--- src/rtl/regfile_bist.sv ---
// regfile_bist: built-in self-test controller for a 2^ADDR_BITS-entry register file.
// It writes an address pattern and then its inverse to every register. After
// each write pass it reads every register back on both read ports. It counts
// mismatching port reads with a saturating counter, records the first failing
// register, and reports pass/fail when the test completes.
module regfile_bist #(
  parameter int WIDTH     = 32,
  parameter int ADDR_BITS = 5,
  parameter int CNT_WIDTH = 8
) (
  input  logic                 clk,
  input  logic                 reset,
  input  logic                 start,
  output logic [ADDR_BITS-1:0] read_reg1,
  output logic [ADDR_BITS-1:0] read_reg2,
  output logic [ADDR_BITS-1:0] write_reg,
  output logic                 write_enable,
  output logic [WIDTH-1:0]     write_data,
  input  logic [WIDTH-1:0]     read_data1,
  input  logic [WIDTH-1:0]     read_data2,
  output logic                 busy,
  output logic                 done,
  output logic                 pass,
  output logic [CNT_WIDTH-1:0] fail_count,
  output logic [ADDR_BITS-1:0] first_fail_reg
);

  typedef enum logic [2:0] {
    S_IDLE   = 3'd0,
    S_WRITE0 = 3'd1,
    S_READ0  = 3'd2,
    S_WRITE1 = 3'd3,
    S_READ1  = 3'd4,
    S_DONE   = 3'd5
  } state_t;

  localparam logic [ADDR_BITS-1:0] LAST_IDX = '1;
  localparam logic [CNT_WIDTH-1:0] CNT_MAX  = '1;

  state_t               state_q, state_d;
  logic [ADDR_BITS-1:0] idx_q, idx_d;

  // Port-facing registers. Their next values are derived from the next state,
  // so the outputs are glitch-free and line up with the state they belong to.
  logic                 write_enable_q, write_enable_d;
  logic [ADDR_BITS-1:0] write_reg_q, write_reg_d;
  logic [WIDTH-1:0]     write_data_q, write_data_d;
  logic [ADDR_BITS-1:0] read_reg1_q, read_reg1_d;
  logic [ADDR_BITS-1:0] read_reg2_q, read_reg2_d;
  logic                 busy_q, busy_d;
  logic                 done_q, done_d;

  // Result registers.
  logic                 pass_q, pass_d;
  logic [CNT_WIDTH-1:0] fail_count_q, fail_count_d;
  logic [ADDR_BITS-1:0] first_fail_q, first_fail_d;

  // Compare path.
  logic                 in_read_q;
  logic                 invert_q;
  logic                 mis1, mis2;
  logic [CNT_WIDTH:0]   cnt_sum;

  // P0(a) is the zero-extended address; P1(a) is its bitwise inverse.
  function automatic logic [WIDTH-1:0] pattern(input logic [ADDR_BITS-1:0] addr,
                                               input logic invert);
    logic [WIDTH-1:0] p;
    p = '0;
    p[ADDR_BITS-1:0] = addr;
    return invert ? ~p : p;
  endfunction

  // Register 0 is hardwired to zero, so it must read 0 whatever was written.
  function automatic logic [WIDTH-1:0] expected(input logic [ADDR_BITS-1:0] addr,
                                                input logic invert);
    return (addr == '0) ? '0 : pattern(addr, invert);
  endfunction

  // Next-state logic: each phase sweeps the index once, then moves to the next phase.
  always_comb begin
    state_d = state_q;
    idx_d   = idx_q;
    case (state_q)
      S_IDLE: begin
        if (start) begin
          state_d = S_WRITE0;
          idx_d   = '0;
        end
      end
      S_WRITE0, S_READ0, S_WRITE1, S_READ1: begin
        idx_d = idx_q + 1'b1;  // wraps to 0 after LAST_IDX
        if (idx_q == LAST_IDX) begin
          case (state_q)
            S_WRITE0: state_d = S_READ0;
            S_READ0:  state_d = S_WRITE1;
            S_WRITE1: state_d = S_READ1;
            default:  state_d = S_DONE;
          endcase
        end
      end
      S_DONE:  state_d = S_IDLE;
      default: state_d = S_IDLE;
    endcase
  end

  // Port outputs for the coming cycle. Addresses and data hold outside their phases.
  always_comb begin
    write_enable_d = (state_d == S_WRITE0) || (state_d == S_WRITE1);
    write_reg_d    = write_reg_q;
    write_data_d   = write_data_q;
    read_reg1_d    = read_reg1_q;
    read_reg2_d    = read_reg2_q;
    busy_d         = (state_d != S_IDLE) && (state_d != S_DONE);
    done_d         = (state_d == S_DONE);
    if (write_enable_d) begin
      write_reg_d  = idx_d;
      write_data_d = pattern(idx_d, state_d == S_WRITE1);
    end
    if ((state_d == S_READ0) || (state_d == S_READ1)) begin
      read_reg1_d = idx_d;
      read_reg2_d = ~idx_d;  // N-1-i
    end
  end

  // Compare both ports against the expected value for the current read phase.
  always_comb begin
    in_read_q = (state_q == S_READ0) || (state_q == S_READ1);
    invert_q  = (state_q == S_READ1);
    mis1      = in_read_q && (read_data1 != expected(read_reg1_q, invert_q));
    mis2      = in_read_q && (read_data2 != expected(read_reg2_q, invert_q));
    cnt_sum   = {1'b0, fail_count_q} + (CNT_WIDTH + 1)'(mis1) + (CNT_WIDTH + 1)'(mis2);
  end

  // Result update: cleared on an accepted start, accumulated in reads, pass decided in DONE.
  always_comb begin
    pass_d       = pass_q;
    fail_count_d = fail_count_q;
    first_fail_d = first_fail_q;
    if ((state_q == S_IDLE) && start) begin
      pass_d       = 1'b0;
      fail_count_d = '0;
      first_fail_d = '0;
    end else if (in_read_q) begin
      fail_count_d = (cnt_sum > {1'b0, CNT_MAX}) ? CNT_MAX : cnt_sum[CNT_WIDTH-1:0];
      // The count never returns to zero, so zero means no mismatch has been seen yet.
      if ((fail_count_q == '0) && (mis1 || mis2)) begin
        first_fail_d = mis1 ? read_reg1_q : read_reg2_q;
      end
    end else if (state_q == S_DONE) begin
      pass_d = (fail_count_q == '0);
    end
  end

  // State and index registers.
  always_ff @(posedge clk or posedge reset) begin
    if (reset) begin
      state_q <= S_IDLE;
      idx_q   <= '0;
    end else begin
      state_q <= state_d;
      idx_q   <= idx_d;
    end
  end

  // Port output registers; reset drops write_enable immediately.
  always_ff @(posedge clk or posedge reset) begin
    if (reset) begin
      write_enable_q <= 1'b0;
      write_reg_q    <= '0;
      write_data_q   <= '0;
      read_reg1_q    <= '0;
      read_reg2_q    <= '0;
      busy_q         <= 1'b0;
      done_q         <= 1'b0;
    end else begin
      write_enable_q <= write_enable_d;
      write_reg_q    <= write_reg_d;
      write_data_q   <= write_data_d;
      read_reg1_q    <= read_reg1_d;
      read_reg2_q    <= read_reg2_d;
      busy_q         <= busy_d;
      done_q         <= done_d;
    end
  end

  // Result registers; reset discards any partial results.
  always_ff @(posedge clk or posedge reset) begin
    if (reset) begin
      pass_q       <= 1'b0;
      fail_count_q <= '0;
      first_fail_q <= '0;
    end else begin
      pass_q       <= pass_d;
      fail_count_q <= fail_count_d;
      first_fail_q <= first_fail_d;
    end
  end

  assign write_enable   = write_enable_q;
  assign write_reg      = write_reg_q;
  assign write_data     = write_data_q;
  assign read_reg1      = read_reg1_q;
  assign read_reg2      = read_reg2_q;
  assign busy           = busy_q;
  assign done           = done_q;
  assign pass           = pass_q;
  assign fail_count     = fail_count_q;
  assign first_fail_reg = first_fail_q;

endmodule

--- config.mk ---
export PLATFORM = sky130hd
export DESIGN_NAME = regfile_bist
export DESIGN_NICKNAME = d
export VERILOG_FILES = /design/src/rtl/regfile_bist.sv
export SDC_FILE = /design/constraint.sdc
export NUM_CORES = 1
export LEC_CHECK = 0
export ABC_AREA = 1
export BUFFER_PORTS_ARGS = -buffer_cell sky130_fd_sc_hd__buf_2
export CAP_MARGIN = 20
export CORE_MARGIN = 2
export CORE_UTILIZATION = 25
export CTS_CLUSTER_SIZE = 8
export DETAILED_ROUTE_END_ITERATION = 10
export HOLD_SLACK_MARGIN = 0.02
export PLACE_DENSITY = 0.49
export SLEW_MARGIN = 20
export SYNTH_ARGS = -nofsm -noshare
export SYNTH_HDL_FRONTEND = slang
export SYNTH_SLANG_ARGS = --single-unit
--- constraint.sdc ---
create_clock -name clk -period 2.6 [get_ports clk]
set_input_delay 0.13 -clock clk [delete_from_list [all_inputs] [get_ports clk]]
set_output_delay 0.13 -clock clk [all_outputs]
set_load 0.05 [all_outputs]
### After elaboration in Yosys (flattened, before gate mapping)

Cells that the tools add are included.

| word-level totals | value |
|---|---|
| bits in registers | 72 |
| bits of input ports | 67 |
| output and inout port bits | 64 |
| word-level logic and storage cells | 76 |

| operators by class | value |
|---|---|
| add/sub/neg operators | 3 |
| $lt $le $gt $ge | 1 |
| equal/unequal tests | 15 |
| multiplexer cells | 21 |
| bitwise operators | 4 |
| reduce and logical (&&, ||, !) cells | 20 |

Operator list:

| operator | count |
|---|---|
| 32-bit 2-to-1 mux | 5 |
| 5-bit inverter with 32-bit output | 3 |
| 32-bit != test | 2 |
| 5-bit 2-to-1 mux | 5 |
| 8-bit 2-to-1 mux | 3 |
| 3-bit by 2-bit == test with 1-bit output, second input constant | 4 |
| 3-bit == test, second input constant | 4 |
| 5-bit logical NOT | 2 |
| 5-bit one-hot mux with 2 select lines | 1 |
| 8-bit by 1-bit adder with 9-bit output | 1 |
| 9-bit by 1-bit adder with 9-bit output | 1 |
| 9-bit by 8-bit > comparator with 1-bit output, second input constant | 1 |
| 3-bit one-hot mux with 3 select lines | 1 |
| 8-bit logical NOT | 1 |
| 3-bit by 1-bit == test with 1-bit output, second input constant | 2 |
| 3-bit 2-to-1 mux | 2 |
| 3-bit one-hot mux with 2 select lines | 1 |
| 2-bit nonzero test | 3 |
| 5-bit by 1-bit adder with 5-bit output, second input constant | 1 |
| 5-bit == test, second input constant | 1 |
| 1-bit logical AND | 5 |
| 5-bit inverter | 1 |
| 1-bit logical OR | 4 |
| 2-bit AND reduction | 2 |
| other kinds (6) | 8 |

### Depth between registers and ports, before layout

Gate-level depths: netlist of the first run.

| depth | value |
|---|---|
| depth in word-level cells | 11 |
| mapped depth | 27 |

### Least setup slack after synthesis of the first run

No wires, ideal clock.

| path | value |
|---|---|
| kind | register -> register |
| start point | register read_reg1_q[3] (netlist: read_reg1[3]) |
| end point | register fail_count_q[4] (netlist: fail_count[4]) |
| setup time | 0.128 ns |
| data arrival time | 2.984 ns |
| setup slack | -0.512 ns |
| stages on the path, launching flop included | 25 |
| buffers on the path | 1 |
| cell sequence | dfrtp_1 > inv_1 > nand3_2 > buf_2 > nand3b_1 > nand2_1 > nand3_1 > nor2_1 > nand2_2 > nand2_4 > inv_1 > fa_1 > ha_1 > nand2_1 > nor2_1 > inv_1 > nor2_1 > nand2_1 > nor2_1 > inv_1 > nor2_1 > inv_1 > o21ai_0 > nand2_1 > o21ai_0 |

| on the way | value |
|---|---|
| cells in the longest elaborated chain, start to end | 11 |
| elaborated cells between the ends (all ways) | 12 |
| classes of those cells | add/sub (2); order compare (1); eq/ne (1); mux (5); bitwise (1); reduce/logical (2) |

Ends and longest elaborated chain:

| element | line | text |
|---|---|---|
| start: declaration | 48 | `logic [ADDR_BITS-1:0] read_reg1_q, read_reg1_d;` |
| start signal: assignment | 179 | `read_reg1_q <= read_reg1_d;` |
| 5-bit inverter with 32-bit output | 70 | `return invert ? ~p : p;` |
| 32-bit 2-to-1 mux | 70 |  |
| 32-bit 2-to-1 mux * | 76 | `return (addr == '0) ? '0 : pattern(addr, invert);` |
| 32-bit != test * | 129 | `mis1 = in_read_q && (read_data1 != expected(read_reg1_q, invert_q));` |
| 1-bit logical AND * | 129 |  |
| 8-bit by 1-bit adder with 9-bit output * | 131 | `cnt_sum = {1'b0, fail_count_q} + (CNT_WIDTH + 1)'(mis1) + (CNT_WIDTH + 1)'(mis2);` |
| 9-bit by 1-bit adder with 9-bit output * | 131 |  |
| 9-bit by 8-bit > comparator with 1-bit output | 144 | `fail_count_d = (cnt_sum > {1'b0, CNT_MAX}) ? CNT_MAX : cnt_sum[CNT_WIDTH-1:0];` |
| 8-bit 2-to-1 mux * | 144 |  |
| 8-bit 2-to-1 mux * | 143 | `end else if (in_read_q) begin` |
| 8-bit 2-to-1 mux * | 139 | `if ((state_q == S_IDLE) && start) begin` |
| end signal: assignment | 194 | `fail_count_q <= fail_count_d;` |
| end: declaration | 55 | `logic [CNT_WIDTH-1:0] fail_count_q, fail_count_d;` |

Mark *: on every way between the ends. The rest lies on a longest branch, timed or not. The select of a mux whose other input is x is not followed.
A chain may end at the register's enable or synchronous reset.

### Final worst setup path of the first run

| path | value |
|---|---|
| start point | register state_q[0] |
| end point | register fail_count_q[4] (netlist: fail_count[4]) |

| on the way | value |
|---|---|
| cells in the longest elaborated chain, start to end | 11 |
| elaborated cells between the ends (all ways) | 20 |
| classes of those cells | add/sub (2); order compare (1); eq/ne (4); mux (7); reduce/logical (6) |

Ends and longest elaborated chain:

| element | line | text |
|---|---|---|
| start: declaration | 40 | `state_t state_q, state_d;` |
| start signal: assignment | 160 | `state_q <= state_d;` |
| 3-bit == test | 127, 128 |  |
| 32-bit 2-to-1 mux | 70 |  |
| 32-bit 2-to-1 mux | 76 |  |
| 32-bit != test | 129 |  |
| 1-bit logical AND | 129 |  |
| 8-bit by 1-bit adder with 9-bit output | 131 |  |
| 9-bit by 1-bit adder with 9-bit output | 131 |  |
| 9-bit by 8-bit > comparator with 1-bit output | 144 |  |
| 8-bit 2-to-1 mux | 144 |  |
| 8-bit 2-to-1 mux | 143 |  |
| 8-bit 2-to-1 mux | 139 |  |

Parallel ways exist; a longest one is shown, timed or not. The select of a mux whose other input is x is not followed.

==> results of run 1 <==
-- power groups by stage --
stage                     combinational (mW)  clock, mW  sequential (mW)
after global routing                   0.181      0.725            0.715
final                                  0.158      0.663            0.715
after detailed placement               0.137          0            0.729
after CTS                              0.160      0.686            0.715
after global placement                 0.133          0            0.729
after floorplan                       0.0555          0            0.729
-- repair_timing --
item	in CTS	in global routing
resized for setup	29	29
cloned	1	0
hold endpoints to repair	46	0
pin swaps	21	23
endpoints found under the setup margin	8	13
setup buffers	24	6
hold buffers	1	0
-- stage by stage --
stage / std cells / power, mW / worst slack (ns)
floorplan: 550 / 0.784 / -0.252
global placement: 872 / 0.862 / -0.289
detailed placement: 872 / 0.866 / -0.391
CTS: 906 / 1.56 / -0.231
global route: 905 / 1.62 / -0.512
finish: 905 / 1.54 / -0.298
-- cell usage in the layout, fill, tap and decap left out, types with 2 or more instances in the layout --
cell type and n:
dfrtp_2 10, o21ai_1 8, inv_8 2, nand3_1 43, o21ai_0 7, ha_1 2, o22ai_1 4, nand4_1 15
nand2_4 11, buf_2 130, a31oi_1 4, nor2_1 64, nand2_1 158, a21oi_1 6, clkinv_1 2, nor2_2 9
nor3_1 2, nand2_2 13, inv_2 6, inv_1 72, or2_2 3, nand3_4 3, o21a_1 3, nand3b_1 3
nor2_4 9, o21bai_1 3, buf_6 4, o211ai_1 2, nand3_2 8, clkbuf_16 5, buf_4 65, dfrtp_1 36
-- area by class of cell --
cell class                      count  area share, %
Timing Repair Buffer              201           23.7
Tap cell                          180           4.42
Sequential cell                    46           22.8
Multi-Input combinational cell    389           39.9
Clock inverter                      3          0.564
Inverter                           81           6.11
Clock buffer                        5           2.45
-- worst reg2reg max path, cell delays in order, from the launching register on --
cell	delay [ns]
dfrtp_1	0.40
nor2_4	0.17
nand2_4	0.11
buf_8	0.17
nand2_4	0.06
nand4_1	0.14
nand2_1	0.13
nor2_2	0.04
nand2_2	0.08
nor2_4	0.04
nor2_2	0.12
fa_2	0.23
ha_4	0.15
nand2_4	0.05
nor2_1	0.09
inv_1	0.06
nor2_2	0.11
nand2_1	0.08
nor2_2	0.12
inv_2	0.07
nor2_4	0.16
inv_2	0.06
o21ai_1	0.07
nand2_1	0.06
o21ai_1	0.06
-- layer usage --
metal	share of wire (%)	wire length [um]
met5	0	0
met4	1.1	117
met3	6.4	700
met2	48	5230
met1	44	4840
-- logic make-up (layout without fill, tap and decap cells) --
group | Yosys count | after routing | synth area share, %
buffers and inverters | 116 | 290 | 15.8
xor gates and xnor gates | 2 | 2 | 0.501
adders and majority gates | 4 | 4 | 1.64
and+or+nand+nor | 341 | 342 | 42.2
DFF | 46 | 46 | 32.9
AOI/OAI and AO/OA | 41 | 41 | 6.94
-- worst paths after layout --
| path | start | endpoint | slack [ns] | cells after the start |
|---|---|---|---|---|
| worst max-delay path | state_q[0] | fail_count[4] | -0.30 | 24 |
| worst min-delay path | start | idx_q[3] | 0.30 | 4 |
| worst max register to register | state_q[0] | fail_count[4] | -0.30 | 24 |
| worst min register to register | write_reg[3] | write_reg[3] | 0.48 | 2 |
| max in group asynchronous | reset | read_reg2[3] | 1.64 | 4 |
| min in group asynchronous | reset | busy | 0.52 | 4 |
==> metrics.yaml, run 1 <==
layout:
  final_layout_size_suffix_gt1_share_pct: 39.3
  fillerInstances: 1492
  regArea_mm2: 0.00116
  antenna_cells: 0
  largest_reg_flops: 8
  multiInputGateArea_mm2: 0.00204
  area_growth_pct: 45.7
  final_cell_area_mm2: 0.00510
  nNetsFinal: 795
  postLayoutCoreUtil_pct: 37.0
global_route:
  gr-max-usage-layer: "met2"
  grt_pass1_wl_um: 17500
  grtUsageMet3_pct: 2.46
  grt_pass1_vias: 3859
  grt_max_degree: 47
  grtUsageMet2_pct: 24.8
  grt_use_total_pct: 14.3
  grt_antenna_before_repair: 0
  gr-total-overflow: 0
  grt_util_met1_pct: 18.5
synthesis:
  synth-edff-count: 0
  syn_inst: 550
  yosys.area.top_type_share_pct: 32.9
  ys_ff_latch: 46
  async_flop_share_pct: 100
  synth_area_leader_cell: "dfrtp_1"
  syn_nets: 621
  yosysWarnings: 0
  synth_cell_type_count: 35
  ys_seq_area_share_pct: 32.9
  synth_common_cells: "nand2_1, inv_1, nor2_1"
  ys.flop_type: "dfrtp_1"
  synth_most_common_cell: "nand2_1"
  ys_top_cells_by_area: "dfrtp_1, nand2_1, inv_1, nor2_1, nand3_1"
  synth_area_per_cell_um2: 6.36
  synthesis.area_mm2: 0.00350
setup_path:
  crit_required_ns: 2.82
  cp-start-kind: "flip-flop"
  crit_type: "flip-flop to flip-flop"
  crit_family: "simple AND/OR/NAND/NOR gates"
  slowest_delay_ns: 0.40
  worst_ep_arrival_time_ns: 3.12
  slowest_stage: "dfrtp_1"
  crit_buf_inv: 4
  worstPathMaxFanout: 7
  critPathMostFrequentCell: "nor2_2"
  endpoint_kind: "flip-flop"
  path_cells: "nor2_4 > nand2_4 > buf_8 > nand2_4 > nand4_1 > nand2_1 > nor2_2 > nand2_2 > nor2_4 > nor2_2 > fa_2 > ha_4 > nand2_4 > nor2_1 > inv_1 > nor2_2 > nand2_1 > nor2_2 > inv_2 > nor2_4 > inv_2 > o21ai_1 > nand2_1 > o21ai_1"
die:
  num_rows: 43
  ios: 131
  die_y_um: 122
  die_x_um: 122
  initial_core_util_pct: 25.4
  coreArea_mm2: 0.0138
  die_area_mm2: 0.0150
pwr:
  powerDensity_mw_per_mm2: 301
  leakage_nw: 2.75
  power.switching_mw: 0.374
  p_int_mw: 1.16
  clockPowerShare_pct: 43.2
  p_comb_share_pct: 10.3
  sw_frac_of_total_pct: 24.3
  seqPwrFrac_pct: 46.5
  peakVddDrop_mv: 0.287
placed_design:
  dpl.hpwl_um: 8450
  place_congestion: 0.843
  placed_area_mm2: 0.00456
  numPortBuffers: 130
clock_network:
  root_buffer: "clkbuf_16"
  clkSinkCount: 46
  cts_tree: "built"
  h-tree-depth: 2
  clock_latency_ns: 0.29
  clk_pin_slew_worst_paths_ns: 0.07
  cts-buffers-inserted: 5
  clockBufferDepth: 2
sta:
  relSlewSlack_pct: 60.6
  fin_crit_sh_pct: 111
  tightest_slew_ns: 0.592
  skew_ns: 0.00769
  timing.final.ws_setup_ns: -0.298
  holdWs_ns: 0.300
  rsz0062_at_grt: "yes"
  setup_tns_ns: -1.96
  fmax_mhz: 345
  period_needed_ns: 2.90
  final-setup-viol-count: 8
  hold_viol: 0
  slew_violations: 0
status:
  status: "finished with violations"
  failed_checks: "negative setup slack"
flow_run:
  cap_viol_max_count: 0
detailed_routing:
  ant_nets: 0
  vias: 3994
  post_drt_wl_per_cell_um: 12.0
  via_per_inst: 4.41
  drt-initial-drc-count: 139
  dr.pass1.iters: 4
  wirelength_um: 10900
  drc_errors: 0
worst_hold_path:
  hold_path_class: "input pin to flip-flop"
No activity file was read; power rests on OpenSTA's default activity.
==> run 2, diff against run 1 <==
--- a/config.mk
+++ b/config.mk
@@ -13,7 +13,7 @@
 export CTS_CLUSTER_SIZE = 8
 export DETAILED_ROUTE_END_ITERATION = 10
 export HOLD_SLACK_MARGIN = 0.02
-export PLACE_DENSITY = 0.49
+export PLACE_DENSITY = 0.51
 export SLEW_MARGIN = 20
 export SYNTH_ARGS = -nofsm -noshare
 export SYNTH_HDL_FRONTEND = slang
==> run 2 against run 1 <==
Against the previous run:
- the run still ends with negative setup slack left
- clock skew decreased by 0.0015 ns
- non-clock buffer count increased by 19
- setup slack got worse by 0.018 ns
- sequential power hardly changed
- utilization is 1.4 points higher
- combinational power is 4% lower
- sequential share of layout area fell by 0.82 points
- clock-buffer cell count is the same
- critical path depth increased by 2
- sequential cell count did not move
- highest routed layer unchanged
==> metrics.yaml, run 2 (synthesized netlist as in run 1, its figures left out) <==
layout:
  layout_commonest_cell: "nand2_1"
  area_growth_pct: 51.2
  fillerInstances: 1478  # -0.94%
  antenna_cells: 0  # unchanged
  stdcell_count: 925  # +2.2%
  largest_reg_flops: 8  # unchanged
  nNetsFinal: 815  # +2.5%
  final_cell_area_mm2: 0.00529  # +3.7%
  regArea_mm2: 0.00116  # unchanged
  postLayoutCoreUtil_pct: 38.4  # +1.4 points
  final_cell_mix: "nand2_1, buf_2, buf_4"
  multiInputGateArea_mm2: 0.00205  # +0.74%
  final_layout_size_suffix_gt1_share_pct: 40.8  # +1.5 points
detailed_routing:
  drt-initial-drc-count: 134  # -3.6%
  post_drt_wl_per_cell_um: 12.3  # +2.4%
  dr.pass1.iters: 5  # +1
  via_per_inst: 4.40  # -0.20%
  vias: 4074  # +2.0%
  drc_errors: 0  # unchanged
  wirelength_um: 11400  # +4.6%
  ant_nets: 0  # unchanged
setup_path:
  reg2reg_depth: 26  # +8.3%
  crit_required_ns: 2.81  # about the same
  critPathMostFrequentCell: "nand2_1"
  cp-start-kind: "flip-flop"
  crit_type: "flip-flop to flip-flop"
  worst_ep_arrival_time_ns: 3.13  # about the same
  slowest_delay_ns: 0.40  # about the same
  worstPathMaxFanout: 7  # unchanged
  endpoint_kind: "flip-flop"
  slowest_stage: "dfrtp_1"
pwr:
  leakage_nw: 2.82  # +2.7%
  powerDensity_mw_per_mm2: 300  # -0.54%
  peakVddDrop_mv: 0.213  # -26%
placed_design:
  numPortBuffers: 130  # unchanged
  dpl.hpwl_um: 8550  # +1.2%
  placed_area_mm2: 0.00456  # unchanged
  place_congestion: 0.858  # +1.8%
  dp.cells: 872  # unchanged
  dpl_worst_slack_ns: -0.398  # -0.00667 ns
clock_network:
  cts_tree: "built"
  cts-buffers-inserted: 5  # unchanged
  root_buffer: "clkbuf_16"
  clockBufferDepth: 2  # unchanged
  h-tree-depth: 2  # unchanged
  clk_pin_slew_worst_paths_ns: 0.06  # about the same
  clkSinkCount: 46  # unchanged
  clock_latency_ns: 0.29  # about the same
die:
  die_area_mm2: 0.0150  # unchanged
  coreArea_mm2: 0.0138  # unchanged
  num_rows: 43  # unchanged
  die_y_um: 122  # unchanged
  initial_core_util_pct: 25.4  # unchanged
  die_x_um: 122  # unchanged
  ios: 131  # unchanged
sta:
  tightest_slew_ns: 0.931  # +0.339 ns
  final-setup-viol-count: 13  # +5
  fmax_mhz: 343  # -0.61%
  rsz0062_at_grt: "yes"
  slew_violations: 0  # unchanged
  skew_ns: 0.00620  # -0.00148 ns
  timing.final.ws_setup_ns: -0.316  # -0.0178 ns
  relSlewSlack_pct: 37.6  # -23 points
  period_needed_ns: 2.92  # +0.0178 ns
  fin_crit_sh_pct: 112  # +0.69 points
  hold_viol: 0  # unchanged
  setup_tns_ns: -2.77  # -0.807 ns
worst_hold_path:
  hold_path_depth: 4  # unchanged
  hold_path_class: "input pin to flip-flop"
status:
  status: "finished with violations"
  failed_checks: "negative setup slack"
global_route:
  grt_use_total_pct: 14.5  # +0.11 points
  gr-total-overflow: 0  # unchanged
  grt_pass1_wl_um: 17500  # +0.19%
  grt_antenna_before_repair: 0  # unchanged
  grt_max_degree: 29  # -38%
  grt_pass1_vias: 3819  # -1.0%
flow_run:
  cap_viol_max_count: 0  # unchanged
-- run 2: cell count changes in the layout (fill, tap and decap cells not counted), sizes merged --
cell | previous run | this run
inv | 81 | 80
buf | 200 | 219
bufinv | 0 | 1
clkinv | 3 | 4
-- run 2: worst paths after layout --
check / from / endpoint / slack (ns)
max in group asynchronous: reset / read_reg1[2] / 1.34
setup / recovery: state_q[0] / fail_count[3] / -0.32
setup reg to reg: state_q[0] / fail_count[3] / -0.32
min in group asynchronous: reset / fail_count[7] / 0.48
hold / removal: start / idx_q[1] / 0.32
hold reg to reg: write_reg[1] / write_reg[1] / 0.47
-- run 2: what timing repair did --
action,4_1_cts,5_1_grt
gates cloned,0,2
pin swaps,22,15
gates resized for setup,18,46
setup buffers,35,8
endpoints found under the hold margin,24,0
hold buffers,1,0
endpoints found under the setup margin,8,13
-- run 2: report_power, final --
| part | switching [mW] | internal, mW |
|---|---|---|
| sequential | 0.00000710 | 0.716 |
| combinational | 0.0775 | 0.0746 |
| clock | 0.268 | 0.450 |
-- run 2: per-stage QoR --
step | power [mW] | hold slack [ns]
detailed placement | 0.865 | 0.266
CTS | 1.60 | 0.316
global placement | 0.862 | 0.262
floorplan | 0.784 | 0.420
finish | 1.59 | 0.320
global route | 1.64 | 0.408
-- run 2: critical path: cells and delay by family, from the launching register on --
family	cells	cell delay, ns
AND/OR/NAND/NOR	17	1.53
flip-flops	1	0.40
buffers and inverters	5	0.39
adder cells (fa/ha/maj)	2	0.36
AO/OA/AOI/OAI	2	0.16
-- run 2: area by class of cell --
class	count	area share, %
Clock buffer	5	2.37
Clock inverter	3	0.757
Inverter	81	5.89
Multi-Input combinational cell	389	38.8
Sequential cell	46	22.0
Tap cell	180	4.26
Timing Repair Buffer	220	25.8
Timing Repair inverter	1	0.118
-- run 2: layer usage --
metal | GRT usage [%] | up-vias | share of wire [%] | wire length [um]
li1 | - | 2087 | - | -
met1 | 18.3 | 1843 | 43 | 4910
met2 | 25.0 | 119 | 49 | 5580
met3 | 1.91 | 25 | 5.5 | 625
met4 | 5.39 | 0 | 2.4 | 275
met5 | 0 | - | 0 | 0
